--- src/rtl/log_pkg.sv ---
// Log-domain format helpers shared by the error pipeline and its leading-one
// converter: field widths and the code emitted for a zero magnitude.
package log_pkg;

  // Bits needed to index any bit position of a WIDTH-bit magnitude.
  function automatic int pos_width(input int width);
    return (width > 1) ? $clog2(width) : 1;
  endfunction

  // log word = {signed exponent (pos_width+1), mantissa fraction}.
  function automatic int log_width(input int width, input int frac_w);
    return pos_width(width) + 1 + frac_w;
  endfunction

  localparam int LOG_ZERO = 0;

endpackage

--- src/rtl/log1_n.sv ---
// Leading-one detector with Mitchell mantissa: pos is the index of the top set
// bit, fraction holds the bits beneath it, left-aligned into FRAC_W bits.
module log1_n
  import log_pkg::*;
#(
  parameter int WIDTH  = 16,
  parameter int FRAC_W = 12,
  localparam int POS_W = pos_width(WIDTH)
) (
  input  logic [WIDTH-1:0]  abs_i,
  output logic [POS_W-1:0]  pos_o,
  output logic [FRAC_W-1:0] fraction_o,
  output logic              valid_o
);

  localparam int BW = WIDTH - 1;

  logic [BW-1:0] below;

  always_comb begin
    pos_o = '0;
    for (int i = 0; i < WIDTH; i++) begin
      if (abs_i[i]) pos_o = POS_W'(i);
    end
  end

  // Normalise so the leading one sits just above the kept bits, then drop it.
  assign below   = BW'(abs_i << (POS_W'(WIDTH - 1) - pos_o));
  assign valid_o = |abs_i;

  if (FRAC_W >= BW) begin : g_pad
    assign fraction_o = FRAC_W'(below) << (FRAC_W - BW);
  end else begin : g_trunc
    assign fraction_o = FRAC_W'(below >> (BW - FRAC_W));
  end

endmodule

--- src/rtl/log_error_pipe.sv ---
// Three-stage error pipeline: saturated difference and rounded step-size
// shift, sign/magnitude split, then log2 conversion with per-channel stickies.
module log_error_pipe
  import log_pkg::*;
#(
  parameter int WIDTH      = 16,
  parameter int QP         = 12,
  parameter int FRAC_W     = 12,
  parameter int NCH        = 4,
  parameter int MU_SHIFT_W = 4,
  localparam int POS_W     = pos_width(WIDTH),
  localparam int CH_W      = (NCH > 1) ? $clog2(NCH) : 1,
  localparam int LOG_WIDTH = log_width(WIDTH, FRAC_W)
) (
  input  logic                  clk,
  input  logic                  rst_n,
  input  logic                  in_valid,
  output logic                  in_ready,
  input  logic [WIDTH-1:0]      desired_in,
  input  logic [WIDTH-1:0]      filter_out,
  input  logic [CH_W-1:0]       ch_in,
  input  logic [MU_SHIFT_W-1:0] mu_shift,
  output logic                  out_valid,
  input  logic                  out_ready,
  output logic [WIDTH-1:0]      error,
  output logic [LOG_WIDTH-1:0]  log_error,
  output logic                  log_error_sign,
  output logic                  log_error_valid,
  output logic                  error_sat,
  output logic [CH_W-1:0]       ch_out,
  output logic [NCH-1:0]        sat_sticky,
  input  logic [NCH-1:0]        sat_clr
);

  // Handshake: a sample is taken on in_valid && in_ready, a result leaves on
  // out_valid && out_ready; every stage moves together only when advance=1.
  logic advance;
  assign advance  = !out_valid_q || out_ready;
  assign in_ready = advance;

  logic signed [WIDTH:0] diff, err_x, es_d;
  logic [WIDTH-1:0]      err_d;
  logic                  clip_d;
  logic [WIDTH:0]        rnd;

  logic                 s1_valid_q, s2_valid_q;
  logic [WIDTH-1:0]     s1_err_q, s2_err_q, s2_abs_q, s2_abs_d;
  logic signed [WIDTH:0] s1_es_q;
  logic                 s1_sat_q, s2_sat_q, s2_sign_q;
  logic [CH_W-1:0]      s1_ch_q, s2_ch_q;

  logic                 out_valid_q, sign_q, lvalid_q, sat_q;
  logic [WIDTH-1:0]     error_q;
  logic [LOG_WIDTH-1:0] log_q, log_d;
  logic [CH_W-1:0]      ch_q;
  logic [NCH-1:0]       sticky_q, sticky_d, sticky_set;

  logic [POS_W-1:0]  l_pos;
  logic [FRAC_W-1:0] l_frac;
  logic              l_valid;
  logic [POS_W:0]    pos_rel;

  always_comb begin
    diff   = $signed({desired_in[WIDTH-1], desired_in}) - $signed({filter_out[WIDTH-1], filter_out});
    clip_d = diff[WIDTH] ^ diff[WIDTH-1];
    if (!clip_d)          err_d = diff[WIDTH-1:0];
    else if (diff[WIDTH]) err_d = {1'b1, {(WIDTH-1){1'b0}}};
    else                  err_d = {1'b0, {(WIDTH-1){1'b1}}};
    err_x = $signed({err_d[WIDTH-1], err_d});
    rnd   = (WIDTH + 1)'(1) << (mu_shift - 1'b1);
    if (mu_shift == '0) es_d = err_x;
    else                es_d = (err_x + $signed(rnd)) >>> mu_shift;
  end

  // |es| always fits WIDTH unsigned bits: the most negative es is -2^(WIDTH-1).
  assign s2_abs_d = s1_es_q[WIDTH] ? WIDTH'(-s1_es_q) : s1_es_q[WIDTH-1:0];

  log1_n #(.WIDTH(WIDTH), .FRAC_W(FRAC_W)) u_log1 (
    .abs_i      (s2_abs_q),
    .pos_o      (l_pos),
    .fraction_o (l_frac),
    .valid_o    (l_valid)
  );

  assign pos_rel = {1'b0, l_pos} - (POS_W + 1)'(QP);
  assign log_d   = l_valid ? {pos_rel, l_frac} : LOG_WIDTH'(LOG_ZERO);

  // Tags at or above NCH match no loop index, so they never touch the flags.
  always_comb begin
    sticky_set = '0;
    for (int c = 0; c < NCH; c++) begin
      if (out_valid_q && out_ready && sat_q && ch_q == CH_W'(c)) sticky_set[c] = 1'b1;
    end
    sticky_d = (sticky_q & ~sat_clr) | sticky_set;
  end

  always_ff @(posedge clk or negedge rst_n) begin
    if (!rst_n) begin
      s1_valid_q  <= 1'b0;
      s1_err_q    <= '0;
      s1_es_q     <= '0;
      s1_sat_q    <= 1'b0;
      s1_ch_q     <= '0;
      s2_valid_q  <= 1'b0;
      s2_err_q    <= '0;
      s2_abs_q    <= '0;
      s2_sign_q   <= 1'b0;
      s2_sat_q    <= 1'b0;
      s2_ch_q     <= '0;
      out_valid_q <= 1'b0;
      error_q     <= '0;
      log_q       <= '0;
      sign_q      <= 1'b0;
      lvalid_q    <= 1'b0;
      sat_q       <= 1'b0;
      ch_q        <= '0;
      sticky_q    <= '0;
    end else begin
      sticky_q <= sticky_d;
      if (advance) begin
        s1_valid_q  <= in_valid;
        s1_err_q    <= err_d;
        s1_es_q     <= es_d;
        s1_sat_q    <= clip_d;
        s1_ch_q     <= ch_in;
        s2_valid_q  <= s1_valid_q;
        s2_err_q    <= s1_err_q;
        s2_abs_q    <= s2_abs_d;
        s2_sign_q   <= s1_es_q[WIDTH];
        s2_sat_q    <= s1_sat_q;
        s2_ch_q     <= s1_ch_q;
        out_valid_q <= s2_valid_q;
        error_q     <= s2_err_q;
        log_q       <= log_d;
        sign_q      <= s2_sign_q;
        lvalid_q    <= l_valid;
        sat_q       <= s2_sat_q;
        ch_q        <= s2_ch_q;
      end
    end
  end

  assign out_valid       = out_valid_q;
  assign error           = error_q;
  assign log_error       = log_q;
  assign log_error_sign  = sign_q;
  assign log_error_valid = lvalid_q;
  assign error_sat       = sat_q;
  assign ch_out          = ch_q;
  assign sat_sticky      = sticky_q;

endmodule
--- config.mk ---
export PLATFORM = sky130hd
export DESIGN_NAME = log_error_pipe
export DESIGN_NICKNAME = d
export VERILOG_FILES = /design/src/rtl/log_pkg.sv /design/src/rtl/log1_n.sv /design/src/rtl/log_error_pipe.sv
export SDC_FILE = /design/constraint.sdc
export NUM_CORES = 1
export LEC_CHECK = 0
export CORE_ASPECT_RATIO = 1.25
export CORE_MARGIN = 1.5
export CORE_UTILIZATION = 60
export CTS_BUF_LIST = sky130_fd_sc_hd__clkbuf_4 sky130_fd_sc_hd__clkbuf_8
export DETAILED_ROUTE_END_ITERATION = 10
export PLACE_DENSITY = 0.89
export SLEW_MARGIN = 40
export SYNTH_ARGS = -nofsm -noshare
export SYNTH_HDL_FRONTEND = slang
export SYNTH_SLANG_ARGS = --single-unit
--- constraint.sdc ---
create_clock -name clk -period 5.85 [get_ports clk]
set_input_delay 1.17 -clock clk [delete_from_list [all_inputs] [get_ports clk]]
set_output_delay 1.17 -clock clk [all_outputs]
set_load 0.02 [all_outputs]
==> metrics.md <==
| Metric | Value |
|---|---|
| Outcome | complete, no violations |
| GRT Util Overall | 0.374 |
| Gr ovfl total | 0 |
| CTS Buffer Depth | 2 |
| Worst-path fanout max | 4 |
| Placed cells | 1391 |
| Vias in the first global route | 8826 |
| Root Buffer | clkbuf_8 |
| Initial antenna violation count | 0 |
| Synth Area in Adders | 0.0641 |
| CP arrival | 6.07 ns |
| Power Density | 456 mW/mm^2 |
| Cell area after synthesis | about 0.0083 mm^2 |
| Total Routed Length | 25800 um |
| Routability cong. | ~1 |
| Final HPWL DP | 18600 um |
| Yosys cell types | 74 |
| Clk slew on worst S/H paths | 0.08 ns |
| Post-Synth XOR/XNOR Area | 0.0476 |
| Hold Crit Depth | 2 |
| DR vias | 8838 |
| Tcrit/Tclk final | 0.972 |
| MaxCap Viol Count | 0 |
| Register area share after synthesis | 0.354 |
| Register-to-Register Path Depth | 9 |
| Drt pass-1 iters | 8 |
| Pins Over Slew Limit | 0 |
| Worst Setup End Kind | flop |
| Worst slew margin | 0.447 |
| Fillers | 870 |
| Met3 wire length | approximately 1600 um |
| Drt via density | ~6.2 |
| Top routing layer used | met4 |
| CTS tree | yes |
| Met1 wire length | between 9000 and 10000 um |
| Initial core utilization | 0.620 |
| Slew at the pin closest to its max-slew limit | 0.822 ns |
| Syn nets | 1139 |
| Max frequency | 0.176 GHz |
| TNS Setup | 0 ns |
| Clock Skews | 0.0143 ns |
| Clock Sinks | 117 |
| Worst min path class | flop to flop |
| Final min period | 5.69 ns |
| Dominant synthesized flop cell | dfrtp_1 |
| TritonCTS Buffers | 17 |
| Simple-gate share of the synthesized area | 0.223 |
| Compound-Gate Fraction of Synth Area | 0.231 |
| Die Ht | 134 um |
| Crit path required time | 6.24 ns |
| Warnings, synthesis | 0 |
| Input/output buffers | 89 |
| Die area | between 0.01 and 0.015 mm^2 |
| Crit path kind | input pin to flop |
| Largest net degree at the start of global routing | just over 80 |
| Total chip power | 4.87 mW |
| Core area | between 0.01 and 0.015 mm^2 |
| Worst-skew pair later-pin latency | 0.45 ns |
| Layout cell share with drive strength beyond 1 | 0.177 |
| Hold buffer count at CTS | 0 |
| Worst ir drop on vdd | ~0.36 mV |
| Site Rows | 47 |
| N_diodes | 0 |
| LEAKAGE | 4.89 nW |
| Synth async-reset ratio | 1.00 |
| Wire length on met2 | 13200 um |
| Layout net count | 1326 |
| Syn avg cell area | just under 8 um^2 |
| DR DRC count | 0 |
| Synth Register Bits | 117 |
| Layout Cells excl Fill | 1426 |
| Mux cell area share after synthesis | 0.0311 |
| DRT iter0 DRCs | 799 |
| Largest family of logic cells by synthesized area | compound AO/OA/AOI/OAI gates |
| Syn-to-layout area delta | 29.2% |
| RSZ-0062 raised after global routing | true |
| Horiz. Die Dim | 108 um |
| EDFF count, synth | 0 |
| Cell count after synthesis | 1055 |
| Post-DR wirelength/cell | between 15 and 20 um |
| Startpoint Class | input pin |
| Final hold violations | 0 |
| First-pass GRT wire length | 42300 um |
| Post-DRT Antenna Nets | 0 |
| Number of I/O pins | 90 |
| H-tree Lvls | 4 |
| Finish-stage setup viols | 0 |
==> placed cells by master, fill, tap and decap left out, types with 7 or more instances in the layout <==
cell type	n
a211oi_1	13
a21o_1	14
a21oi_1	59
a21oi_2	11
a31oi_1	11
buf_4	137
clkbuf_8	17
clkdlybuf4s50_1	88
dfrtp_1	117
ha_1	35
inv_1	43
mux2i_1	18
nand2_1	220
nand2b_1	21
nand3_1	12
nor2_1	111
nor2b_1	10
nor3_1	16
nor4_1	7
o211ai_1	16
o21ai_0	65
o22ai_1	13
or3_1	9
xnor2_1	20
xor2_1	23
==> state kept, by name, indices dropped and copies added (netlist names) <==
register	flops
s2_abs_q	16
s2_valid_q	1
out_valid	1
log_error	17
sat_sticky	4
s2_sat_q	1
s2_err_q	16
log_error_valid	1
s2_sign_q	1
error	16
s2_ch_q	2
s1_valid_q	1
ch_out	2
s1_err_q	16
s1_ch_q	2
log_error_sign	1
s1_es_q	17
error_sat	1
s1_sat_q	1
==> cell usage after synthesis (all sizes together) (4+ instances only) <==
cell type,instances,area [um^2]
a211oi,14,105
a21boi,5,37.5
a21o,14,105
a21oi,70,365
a221oi,8,76.3
a31oi,12,75.1
a32oi,5,43.8
a41oi,4,35.0
and3,4,25.0
buf,18,82.6
clkbuf,40,151
dfrtp,117,2930
ha,36,450
inv,44,165
maj3,4,40.0
mux2,6,67.6
mux2i,19,190
nand2,222,838
nand2b,21,131
nand3,12,60.1
nor2,113,427
nor2b,11,68.8
nor3,19,95.1
nor4,7,43.8
o211ai,16,120
o21a,6,45.0
o21ai,73,369
o221a,4,45.0
o22ai,13,81.3
o31ai,7,66.3
or2,4,25.0
or3,9,56.3
xnor2,21,184
xor2,24,210
==> critical path, cell delays in order <==
cell             delay (ns)
clkdlybuf4s50_1        0.45
inv_1                  0.04
ha_1                   0.29
a21o_1                 0.20
or3_1                  0.35
or2_2                  0.30
a31o_2                 0.23
a21oi_1                0.17
xnor2_1                0.14
o21a_1                 0.21
a21o_1                 0.23
ha_1                   0.38
nand2_1                0.11
a21oi_2                0.18
a21boi_1               0.11
o21ai_0                0.21
xor2_1                 0.33
buf_4                  0.17
o21ai_0                0.05
or3_1                  0.36
o21ai_0                0.18
o221a_2                0.19
==> stage by stage <==
stage	hold slack (ns)	cell area [um^2]	setup slack, ns	utilization
floorplan	0.430	8280	0.178	-
global placement	0.440	10200	-0.311	0.761
detailed placement	0.455	10200	-0.525	0.761
CTS	0.471	10600	0.0185	0.790
global route	0.496	10700	-0.0660	0.802
finish	0.473	10700	0.163	0.802
==> cell families (layout without fill, tap and decap cells) <==
family / count (synthesis) / in the layout
AOI/OAI and AO/OA: 288 / 288
and+or+nand+nor: 433 / 433
adders and majority gates: 42 / 42
buffers and inverters: 105 / 305
muxes: 25 / 25
DFF: 117 / 117
xor gates and xnor gates: 45 / 45
==> worst paths after layout <==
| path | start | endpoint | slack (ns) |
|---|---|---|---|
| worst max-delay path | filter_out[4] | s1_es_q[13] | 0.16 |
| worst min register to register | s2_err_q[12] | s2_err_q[12] | 0.47 |
| worst min-delay path | s2_err_q[12] | s2_err_q[12] | 0.47 |
| min in group asynchronous | rst_n | log_error[7] | 0.71 |
| max in group asynchronous | rst_n | error[0] | 4.08 |
| worst max register to register | s2_abs_q[9] | log_error[6] | 2.51 |
==> timing repair <==
item / CTS / global route
setup endpoints to repair: 5 / 14
gates cloned: 0 / 0
gates resized for setup: 1 / 26
pin swaps: 0 / 6
setup buffers: 0 / 3
==> report_power, final <==
group	internal (mW)	switching, mW	total, mW
clock	0.351	0.372	0.723
combinational	1.15	1.47	2.62
sequential	1.16	0.367	1.53
==> area by class of cell <==
cell class	count	area, um^2	area share
Tap cell	171	214	0.0200
Sequential cell	117	2930	0.274
Clock inverter	14	143	0.0133
Clock buffer	18	241	0.0226
Timing Repair Buffer	226	1920	0.179
Multi-Input combinational cell	833	5080	0.475
Inverter	47	176	0.0165
==> per-layer routing <==
layer	GRT usage	vias up
met5	0	-
met4	0.263	0
met3	0.102	149
met2	0.631	490
met1	0.399	4122
li1	-	4077
No activity file was read; power rests on OpenSTA's default activity.
